$ cat config.mk
export PLATFORM = sky130hd
export DESIGN_NAME = ccsds_123b2_out_frame_packer_flat
export DESIGN_NICKNAME = d
export VERILOG_FILES = /design/src/rtl/ccsds_123b2_out_pkg.sv /design/src/rtl/ccsds_123b2_out_frame_packer_if.sv /design/src/rtl/ccsds_123b2_out_frame_packer.sv /design/src/flat_wrapper.sv
export SDC_FILE = /design/constraint.sdc
export NUM_CORES = 1
export LEC_CHECK = 0
export CAP_MARGIN = 20
export CORE_MARGIN = 4
export CORE_UTILIZATION = 49
export DETAILED_ROUTE_END_ITERATION = 7
export PLACE_DENSITY = 0.76
export REMOVE_ABC_BUFFERS = 1
export SETUP_SLACK_MARGIN = 0.15
export SLEW_MARGIN = 0
export SYNTH_ARGS = -nofsm -noshare
export SYNTH_HDL_FRONTEND = slang
export SYNTH_SLANG_ARGS = --single-unit
$ cat constraint.sdc
create_clock -name clk -period 5.9 [get_ports clk]
set_input_delay 0.885 -clock clk [delete_from_list [all_inputs] [get_ports clk]]
set_output_delay 0.885 -clock clk [all_outputs]
set_load 0.03 [all_outputs]
$ cat src/rtl/ccsds_123b2_out_pkg.sv
// Shared types and constants for the CCSDS-123.0-B-2 output frame packer.
//   OUT_W / IN_W   : output (link) and input (core) word widths
//   CNT_W          : width of the per-frame payload word counter
//   TRAILER_WORDS  : number of trailer beats appended per frame
//   out_pack_state_t and S_* : packer FSM encoding
//   in_word_t      : 64-bit input word viewed as upper/lower 32-bit halves
package ccsds_123b2_out_pkg;

  localparam int unsigned OUT_W         = 32;
  localparam int unsigned IN_W          = 64;
  localparam int unsigned CNT_W         = 32;
  localparam int unsigned TRAILER_WORDS = 2;

  typedef logic [2:0] out_pack_state_t;

  localparam out_pack_state_t S_EMPTY = 3'd0;
  localparam out_pack_state_t S_HI    = 3'd1;
  localparam out_pack_state_t S_LO    = 3'd2;
  localparam out_pack_state_t S_TCNT  = 3'd3;
  localparam out_pack_state_t S_TSUM  = 3'd4;

  typedef struct packed {
    logic [OUT_W-1:0] hi;
    logic [OUT_W-1:0] lo;
  } in_word_t;

  // Saturating increment of the payload word counter.
  function automatic logic [CNT_W-1:0] sat_inc(input logic [CNT_W-1:0] v);
    return (v == '1) ? v : v + CNT_W'(1);
  endfunction

  // Checksum contribution of one input word: XOR of its two halves.
  function automatic logic [OUT_W-1:0] fold_xor(input in_word_t w);
    return w.hi ^ w.lo;
  endfunction

  // Number of output beats for a frame of 'words' input words.
  function automatic int unsigned frame_beats(input int unsigned words, input bit trailer);
    return 2 * words + (trailer ? TRAILER_WORDS : 0);
  endfunction

endpackage

$ cat src/rtl/ccsds_123b2_out_frame_packer_if.sv
// AXI-Stream style handshake bundle used on both sides of the packer.
//   data  : payload word (width W)
//   valid : source has a word
//   ready : sink accepts the word
//   last  : final word of a frame
// master drives data/valid/last, slave drives ready.
interface ccsds_123b2_out_frame_packer_if #(
  parameter int unsigned W = 32
) ();

  logic [W-1:0] data;
  logic         valid;
  logic         ready;
  logic         last;

  modport master (output data, output valid, output last, input ready);
  modport slave  (input data, input valid, input last, output ready);

endinterface

$ cat src/rtl/ccsds_123b2_out_frame_packer.sv
// Splits 64-bit compressed words from the CCSDS-123 core into a 32-bit
// AXI-Stream (upper half first) and optionally closes each frame with a
// two-beat trailer: payload word count, then XOR checksum of all halves.
// Ports:
//   clk, rst     : clock, asynchronous active-high reset
//   axis_in      : 64-bit input stream (slave)
//   axis_out     : 32-bit output stream (master), data/valid/last registered
//   frame_count  : frames fully emitted (wraps)
//   busy         : packer holds or emits data
module ccsds_123b2_out_frame_packer
  import ccsds_123b2_out_pkg::*;
#(
  parameter bit          TRAILER_EN  = 1'b1,
  parameter int unsigned FRAME_CNT_W = 16
) (
  input  logic                            clk,
  input  logic                            rst,
  ccsds_123b2_out_frame_packer_if.slave   axis_in,
  ccsds_123b2_out_frame_packer_if.master  axis_out,
  output logic [FRAME_CNT_W-1:0]          frame_count,
  output logic                            busy
);

  out_pack_state_t        state_q, state_d;
  in_word_t               buf_q, buf_d;
  logic                   buf_last_q, buf_last_d;
  logic [CNT_W-1:0]       cnt_q, cnt_d;
  logic [OUT_W-1:0]       sum_q, sum_d;
  logic [OUT_W-1:0]       out_data_q, out_data_d;
  logic                   out_valid_q, out_valid_d;
  logic                   out_last_q, out_last_d;
  logic [FRAME_CNT_W-1:0] frame_count_q, frame_count_d;
  logic                   busy_q;
  logic                   run_q;
  logic                   in_ready_c;
  logic                   in_hs;
  logic                   out_hs;
  in_word_t               in_word;

  assign in_word = in_word_t'(axis_in.data);

  // Next-state, datapath and next-output logic.
  always_comb begin
    state_d       = state_q;
    buf_d         = buf_q;
    buf_last_d    = buf_last_q;
    cnt_d         = cnt_q;
    sum_d         = sum_q;
    in_ready_c    = 1'b0;
    out_valid_d   = 1'b0;
    out_last_d    = 1'b0;
    out_data_d    = '0;
    frame_count_d = frame_count_q;

    // run_q keeps ready low until the first edge after reset release.
    case (state_q)
      S_EMPTY: in_ready_c = run_q;
      S_LO:    in_ready_c = run_q & axis_out.ready & ~buf_last_q;
      default: in_ready_c = 1'b0;
    endcase

    in_hs  = axis_in.valid & in_ready_c;
    out_hs = out_valid_q & axis_out.ready;

    case (state_q)
      S_EMPTY: if (in_hs) state_d = S_HI;
      S_HI:    if (out_hs) state_d = S_LO;
      S_LO: begin
        if (out_hs) begin
          if (buf_last_q)  state_d = TRAILER_EN ? S_TCNT : S_EMPTY;
          else if (in_hs)  state_d = S_HI;
          else             state_d = S_EMPTY;
        end
      end
      S_TCNT:  if (out_hs) state_d = S_TSUM;
      S_TSUM:  if (out_hs) state_d = S_EMPTY;
      default: state_d = S_EMPTY;
    endcase

    if (in_hs) begin
      buf_d      = in_word;
      buf_last_d = axis_in.last;
      cnt_d      = sat_inc(cnt_q);
      sum_d      = sum_q ^ fold_xor(in_word);
    end

    // Frame end: after the checksum beat, or after the last low half when no trailer.
    if (out_hs && ((state_q == S_TSUM) ||
                   ((state_q == S_LO) && buf_last_q && !TRAILER_EN))) begin
      cnt_d = '0;
      sum_d = '0;
    end

    // Outputs are precomputed from the next state so they leave flops directly.
    out_valid_d = (state_d != S_EMPTY);
    case (state_d)
      S_HI: out_data_d = buf_d.hi;
      S_LO: begin
        out_data_d = buf_d.lo;
        out_last_d = buf_last_d & ~TRAILER_EN;
      end
      S_TCNT: out_data_d = OUT_W'(cnt_d);
      S_TSUM: begin
        out_data_d = sum_d;
        out_last_d = 1'b1;
      end
      default: out_data_d = '0;
    endcase

    if (out_hs && out_last_q) frame_count_d = frame_count_q + FRAME_CNT_W'(1);
  end

  // State and output registers.
  always_ff @(posedge clk or posedge rst) begin
    if (rst) begin
      state_q       <= S_EMPTY;
      buf_q         <= '0;
      buf_last_q    <= 1'b0;
      cnt_q         <= '0;
      sum_q         <= '0;
      out_data_q    <= '0;
      out_valid_q   <= 1'b0;
      out_last_q    <= 1'b0;
      frame_count_q <= '0;
      busy_q        <= 1'b0;
      run_q         <= 1'b0;
    end else begin
      state_q       <= state_d;
      buf_q         <= buf_d;
      buf_last_q    <= buf_last_d;
      cnt_q         <= cnt_d;
      sum_q         <= sum_d;
      out_data_q    <= out_data_d;
      out_valid_q   <= out_valid_d;
      out_last_q    <= out_last_d;
      frame_count_q <= frame_count_d;
      busy_q        <= (state_d != S_EMPTY);
      run_q         <= 1'b1;
    end
  end

  assign axis_in.ready   = in_ready_c;
  assign axis_out.data   = out_data_q;
  assign axis_out.valid  = out_valid_q;
  assign axis_out.last   = out_last_q;
  assign frame_count     = frame_count_q;
  assign busy            = busy_q;

endmodule

$ cat src/flat_wrapper.sv
// flat-port wrapper written by rule: the top's interface ports become plain ports
module ccsds_123b2_out_frame_packer_flat import ccsds_123b2_out_pkg::*;
#(
  parameter bit          TRAILER_EN  = 1'b1,
  parameter int unsigned FRAME_CNT_W = 16
)
  (clk, rst, frame_count, busy, axis_in_data, axis_in_valid, axis_in_last, axis_in_ready, axis_out_data, axis_out_valid, axis_out_last, axis_out_ready);
  ccsds_123b2_out_frame_packer_if #(.W(IN_W)) axis_in_i ();
  ccsds_123b2_out_frame_packer_if #(.W(OUT_W)) axis_out_i ();
  input  logic clk;
  input  logic rst;
  output logic [FRAME_CNT_W-1:0] frame_count;
  output logic busy;
  input wire logic [$bits(axis_in_i.data)-1:0] axis_in_data;
  input wire logic [$bits(axis_in_i.valid)-1:0] axis_in_valid;
  input wire logic [$bits(axis_in_i.last)-1:0] axis_in_last;
  output wire logic [$bits(axis_in_i.ready)-1:0] axis_in_ready;
  output wire logic [$bits(axis_out_i.data)-1:0] axis_out_data;
  output wire logic [$bits(axis_out_i.valid)-1:0] axis_out_valid;
  output wire logic [$bits(axis_out_i.last)-1:0] axis_out_last;
  input wire logic [$bits(axis_out_i.ready)-1:0] axis_out_ready;
  assign axis_in_i.data = axis_in_data;
  assign axis_in_i.valid = axis_in_valid;
  assign axis_in_i.last = axis_in_last;
  assign axis_in_ready = axis_in_i.ready;
  assign axis_out_data = axis_out_i.data;
  assign axis_out_valid = axis_out_i.valid;
  assign axis_out_last = axis_out_i.last;
  assign axis_out_i.ready = axis_out_ready;
  ccsds_123b2_out_frame_packer #(.TRAILER_EN(TRAILER_EN), .FRAME_CNT_W(FRAME_CNT_W)) u_core (.clk(clk), .rst(rst), .axis_in(axis_in_i), .axis_out(axis_out_i), .frame_count(frame_count), .busy(busy));
endmodule
==> results of run 1 <==
==> worst reg2reg max path: cells and delay by family, from the launching register on <==
kind                   cells  cell delay (ns)
AOI/OAI and AO/OA          4             1.28
and+or+nand+nor            2             0.89
DFF                        1             0.46
buffers and inverters      1             0.31
==> metal layers <==
metal | part of all wire [%] | global-route usage [%] | up-vias
li1 | - | - | 3102
met4 | 0.96 | 4.634 | 0
met1 | 46 | 29.93 | 3177
met5 | 0 | 0 | -
met3 | 5.4 | 4.207 | 16
met2 | 48 | 33.20 | 207
==> power by group <==
group | switching (mW) | leakage, nW | internal (mW) | total (mW)
combinational | 0.998 | 1.88 | 0.625 | 1.62
clock | 0.485 | 0.262 | 0.619 | 1.10
sequential | 0.198 | 2.36 | 1.68 | 1.88
total | 1.68 | 4.50 | 2.93 | 4.61
==> worst paths after layout <==
kind	cells past startpoint	start	slack, ns	endpoint
max	4	axis_out_ready	2.24	axis_in_ready
max reg2reg	7	u_core.state_q[2]	2.83	u_core.axis_out.data[29]
max in group asynchronous	3	rst	3.72	u_core.buf_q[46]
min	2	u_core.buf_q[7]	0.47	u_core.buf_q[7]
min reg2reg	2	u_core.buf_q[7]	0.47	u_core.buf_q[7]
min in group asynchronous	2	rst	1.04	u_core.frame_count[2]
==> sequential cells by signal, summed over array words and instances (netlist names) <==
signal	count
u_core.axis_out.data	32
u_core.axis_out.last	1
u_core.axis_out.valid	1
u_core.buf_last_q	1
u_core.buf_q	64
u_core.cnt_q	32
u_core.frame_count	16
u_core.run_q	1
u_core.state_q	3
u_core.sum_q	32
==> cells in the final DEF, fill, tap and decap left out, drive strengths merged, types with 3 or more instances in the layout <==
master and n:
xor2 17, a22o 4, o211ai 22, clkbuf 23
a21oi 10, clkinv 3, nor3 13, nand4 15
xnor2 80, nand2b 3, o221ai 11, buf 10
and3 7, clkinvlp 5, a211oi 9, nor4 5
nor2 83, inv 7, clkdlybuf4s50 120, or3 6
dfrtp 183, a22oi 25, nand3 28, a221o 6
nand4b 4, and2 5, and4 3, o31ai 7
nand2 238, o21ai 6
==> cells in the mapped netlist, types with 4 or more instances <==
master	count	share of area (%)
and3_1	6	0.45
o21ai_0	6	0.36
dfrtp_1	183	55
o211ai_1	22	2.0
a22oi_1	25	2.2
clkbuf_8	4	0.66
nand4_1	13	0.97
buf_2	5	0.30
a211oi_1	9	0.81
clkbuf_1	27	1.2
a21oi_1	9	0.54
nor3_1	13	0.78
xor2_1	15	1.6
nand3_1	27	1.6
a221o_1	6	0.72
nor2_1	83	3.7
o221ai_1	10	1.0
nor4_1	5	0.37
xnor2_1	80	8.4
buf_1	5	0.22
o31ai_1	7	0.63
inv_1	6	0.27
a22o_1	4	0.42
or3_1	6	0.45
nand2_1	238	11
==> logic make-up (layout without fill, tap and decap cells) <==
| family | after synthesis | in the layout | share of synthesized area, % |
|---|---|---|---|
| fa+ha+maj | 2 | 2 | 0.2993 |
| other cells | 1 | 1 | 0.04486 |
| compound gates | 105 | 105 | 9.519 |
| simple gates | 417 | 417 | 21.76 |
| buf+inv | 52 | 169 | 3.113 |
| mux | 1 | 1 | 0.1347 |
| flops | 183 | 183 | 54.78 |
| xor+xnor | 97 | 97 | 10.34 |
==> layout make-up <==
| cell class | count | area (sq um) | share of cell area, % |
|---|---|---|---|
| sequential | 183 | 4579 | 44.60 |
| multi-input combinational | 623 | 3533 | 34.41 |
| timing repair buffer | 130 | 1276 | 12.43 |
| clock buffer | 23 | 478.0 | 4.655 |
| tap | 220 | 275.3 | 2.681 |
| clock inverter | 9 | 93.84 | 0.9140 |
| inverter | 7 | 31.28 | 0.3047 |
==> results.cfg, run 1 <==
[placed_design]
pre_cts_slack_ns = 1.946
placedInstanceArea_sq_um = 9696
io_buffer_count = 120
routabilityCongestion = 0.8470
detailed_place_hpwl_mm = 13.24
dp_cells = 1163

[synthesis]
synth-edff-count = 0
synth-warning-count = 0
postSynthCellCount = 858
synth-main-ff-cell = dfrtp_1
synth_async_sr_flop_share_pct = 100.0
mapped_avg_cell_area_sq_um = 9.743
synth-seq-area-share_pct = 54.78
flops_latches_synth = 183
yosysUniqueCellTypes = 56
synth.cell_area_sq_um = 8359

[worst_setup_path]
crit_slowest_cell = clkdlybuf4s50_1
worst_ep_required_time_ns = 5.02
cp_num_buf_inv = 2
critPathKind = input port to output port
cp.arrival_ns = 2.77
critical_path.cell_chain = clkdlybuf4s50_1 -> nand2b_1 -> a21oi_1 -> clkdlybuf4s50_1
timing.critical_path.mode_cell = clkdlybuf4s50_1
crit_path_max_incr_delay_ns = 0.71
critical-path-top-delay-family = buffers and inverters
path_max_fanout = 12
crit_path_capture_type = output port
start_kind = input port

[route]
remaining_drc_errors = 0
drt_pass1_iterations = 5
route.detailed.vias_per_inst = 5.441
drtIter0Drc = 669
ant_nets = 0
totalWireLength_mm = 19.81
average_wire_per_standard_cell_um = 16.57
vias = 6502

[sta]
timing.final.ws_setup_ns = 2.240
timing.slew.headroom_pct = 32.10
worstMarginPinSlew_ns = 1.016
final-setup-viol-count = 0
setup-tns-final_ns = 0
grt_setup_unrepaired = no
maxSlewViolCount = 0
post-route-min-period_ns = 3.660
achievable-frequency_mhz = 273.2
timing.hold.ws_ns = 0.4736
report.final.hold_viol_count = 0
clock-skew-final_ns = 0.008753
final_min_period_over_clock_period_pct = 62.03

[power_and_ir_drop]
p_leak_nw = 4.503
power-per-cell-area_nw_per_um2 = 448.7
total_power_mw = 4.607
worst_supply_voltage_drop_on_vdd_mv = 0.2703

[cts]
numCtsBuffers = 17
cts_sinks = 183
tritoncts = done
post_cts.repair.setup_buffers = 0
ctsRootBufferMaster = clkbuf_16
ctsResizeCount = 0
clockBufferDepth = 2
htree_num_levels = 4
clk_pin_slew_ns = 0.06
clk_latency_ns = 0.43
cts-hold-fix-buffers = 0

[run]
drv_cap = 0

[die]
ioPinCount = 121
coreArea_sq_um = 16640
dieHeight_um = 138.6
placementRows = 47
die_area_sq_um = 19210
die-width_um = 138.6
floorplan.initialDensity_pct = 50.23

[finish]
layout-drive-gt1-share_pct = 5.846
fillerInstances = 1365
postLayoutCellArea_sq_um = 10270
num-nets-final = 1033
antenna-diode-count = 0
finish.utilization_pct = 61.69
post_layout_nonfiller_instances = 1195
area_delta_synth_final_pct = 22.83

[global_route]
gr-total-overflow = 0
first_global_vias = 6411
grt_start_max_net_pins = 107
grt_antenna_before_repair = 0
grt_first_pass_wirelength_mm = 32.83
groute.usage.overall_pct = 20.83

[min_path]
kind_of_path_behind_the_tightest_hold_check = register to register

[outcome]
outcome = finished, final reports clean
No activity file was read; power rests on OpenSTA's default activity.
==> run 2, diff against run 1 <==
==> constraint.sdc (replaced) <==
create_clock -name clk -period 3.3 [get_ports clk]
set_input_delay 0.495 -clock clk [delete_from_list [all_inputs] [get_ports clk]]
set_output_delay 0.495 -clock clk [all_outputs]
set_load 0.03 [all_outputs]
==> run 2 against run 1 <==
- power increased by 80%
- critical endpoint unchanged
- via count increased by 0.34%
- die area unchanged
- critical path type unchanged
- utilization increased by 0.48 points
- critical path depth unchanged
- largest cell class unchanged
- clock power increased by 80%
- cell count increased by 0.42%
- non-clock buffer count increased by 5
==> results.cfg, run 2 (synthesized netlist as in run 1, its figures left out) <==
[outcome]
outcome = finished, final reports clean

[power_and_ir_drop]
net-switching-power_mw = 3.031
share_clk_of_total_power_pct = 23.8
p_leak_nw = 4.551
combPwrFrac_pct = 35.6
p_int_mw = 5.278
power-per-cell-area_nw_per_um2 = 802.9
power_switching_share_pct = 36.48
seq_power_share_pct = 40.6
worst_supply_voltage_drop_on_vdd_mv = 0.5136

[sta]
maxSlewViolCount = 0
grt_setup_unrepaired = no
achievable-frequency_mhz = 369.6
post-route-min-period_ns = 2.706
worstMarginPinSlew_ns = 0.8300
clock-skew-final_ns = 0.01183
final-setup-viol-count = 0
timing.slew.headroom_pct = 44.16
timing.final.ws_setup_ns = 0.5942
final_min_period_over_clock_period_pct = 81.99
report.final.hold_viol_count = 0

[cts]
clk_latency_ns = 0.43
cts_sinks = 183
clockBufferDepth = 2
ctsRootBufferMaster = clkbuf_16
tritoncts = done
post_cts.repair.setup_buffers = 0
cts-hold-fix-buffers = 0
htree_num_levels = 4
ctsResizeCount = 0
clk_pin_slew_ns = 0.07
numCtsBuffers = 17

[min_path]
min_delay_path_depth = 2
kind_of_path_behind_the_tightest_hold_check = register to register
worstHoldEndpoint = u_core.buf_q[57]
hold_start = u_core.buf_q[57]

[worst_setup_path]
reg2regPathDepth = 7
path_max_fanout = 6
timing.rr.end = u_core.axis_out.data[27]
cp_num_buf_inv = 2
critical_path.cell_chain = clkdlybuf4s50_1 -> nand2b_1 -> a21oi_1 -> clkdlybuf4s50_1
start_kind = input port
crit_path_max_incr_delay_ns = 0.71
timing.critical_path.mode_cell = clkdlybuf4s50_1
cp.arrival_ns = 2.21
critPathKind = input port to output port
critical-path-top-delay-family = buffers and inverters
reg2reg_setup_slack_ns = 0.80
crit_path_capture_type = output port
crit_slowest_cell = clkdlybuf4s50_1
worst_ep_required_time_ns = 2.80
r2r_start = u_core.state_q[0]

[placed_design]
io_buffer_count = 120
detailed_place_hpwl_mm = 13.42
placedInstanceArea_sq_um = 9783
routabilityCongestion = 0.8667
pre_cts_slack_ns = 0.3098

[die]
placementRows = 47
dieHeight_um = 138.6
die_area_sq_um = 19210
ioPinCount = 121
die-width_um = 138.6
coreArea_sq_um = 16640
floorplan.initialDensity_pct = 50.23

[finish]
registers.top_by_ff_count = u_core.buf_q
postLayoutCellArea_sq_um = 10350
final-seq-area_sq_um = 4579
largest_register_ff_count = 64
layout.cells.most_common = nand2_1
fillerInstances = 1363
num-nets-final = 1038
area_delta_synth_final_pct = 23.78
multi_input_area_sq_um = 3533
layout-drive-gt1-share_pct = 6.224
antenna-diode-count = 0
layout_common_cells = nand2_1 (238), dfrtp_1 (183), clkdlybuf4s50_1 (120)
finish.utilization_pct = 62.18

[global_route]
grt_first_pass_wirelength_mm = 33.47
groute.usage.overall_pct = 21.22
grt_antenna_before_repair = 0
first_global_vias = 6583
grt_start_max_net_pins = 99
gr-total-overflow = 0

[route]
drtIter0Drc = 423
totalWireLength_mm = 19.95
ant_nets = 0
route.detailed.vias_per_inst = 5.437
remaining_drc_errors = 0
average_wire_per_standard_cell_um = 16.62
vias = 6524
drt_pass1_iterations = 5

[run]
drv_cap = 0
==> run 2: cell types whose count changed in the layout (fill, tap and decap cells not counted), sizes merged <==
cell	delta
clkbuf	-2
clkinvlp	-2
bufinv	+1
buf	+5
inv	+1
clkinv	+2
==> run 2: worst register-to-register path: cells and delay by family (launching register included) <==
kind                      cells  cell delay (ns)
xor gates and xnor gates      1             0.18
buffers and inverters         1             0.21
AOI/OAI and AO/OA             3             0.95
DFF                           1             0.45
and+or+nand+nor               2             0.57
==> run 2: per-layer routing <==
metal  track usage, %  part of all wire (%)  up-vias  routed length, um
li1                 -                     -     3115                  -
met4            6.746                   2.0        0                392
met1            29.47                    46     3183               9156
met2            33.61                    47      191               9378
met3            4.724                   5.1       35               1018
met5                0                     0        -                  0
==> run 2: stage by stage <==
step / TNS, ns / total power, mW / std cells / hold slack [ns]
after floorplan: -472.42 / 5.245 / 813 / 0.4410
after global placement: 0 / 6.250 / 1168 / 0.4572
after detailed placement: 0 / 6.352 / 1168 / 0.4586
after CTS: 0 / 8.351 / 1200 / 0.4741
after global routing: 0 / 8.840 / 1200 / 0.4899
final: 0 / 8.308 / 1200 / 0.4750
==> run 2: power groups by stage <==
stage,Combinational (mW),Sequential (mW),Clock [mW]
after floorplan,1.63,3.62,0
after global placement,2.86,3.39,0
after detailed placement,2.95,3.40,0
after CTS,2.98,3.37,2.01
after global routing,3.28,3.44,2.12
final,2.96,3.37,1.98
==> run 2: cell type report <==
| class | count | share of cell area, % |
|---|---|---|
| clock buffer | 21 | 4.256 |
| sequential | 183 | 44.26 |
| timing repair buffer | 135 | 13.18 |
| multi-input combinational | 623 | 34.15 |
| tap | 220 | 2.660 |
| clock inverter | 11 | 1.197 |
| inverter | 7 | 0.3023 |
==> run 2: worst max-delay path by stage <==
stage	startpoint	to	slack [ns]	depth (start not counted)
finish	axis_out_ready	axis_in_ready	0.59	4
global placement	axis_in_valid	u_core.axis_out.data[27]	0.25	8
global route	axis_out_ready	axis_in_ready	0.52	4
detailed placement	axis_out_ready	u_core.axis_out.data[29]	0.31	8
floorplan	rst	u_core.axis_out.data[0]	-2.17	1
CTS	axis_out_ready	axis_in_ready	0.60	4
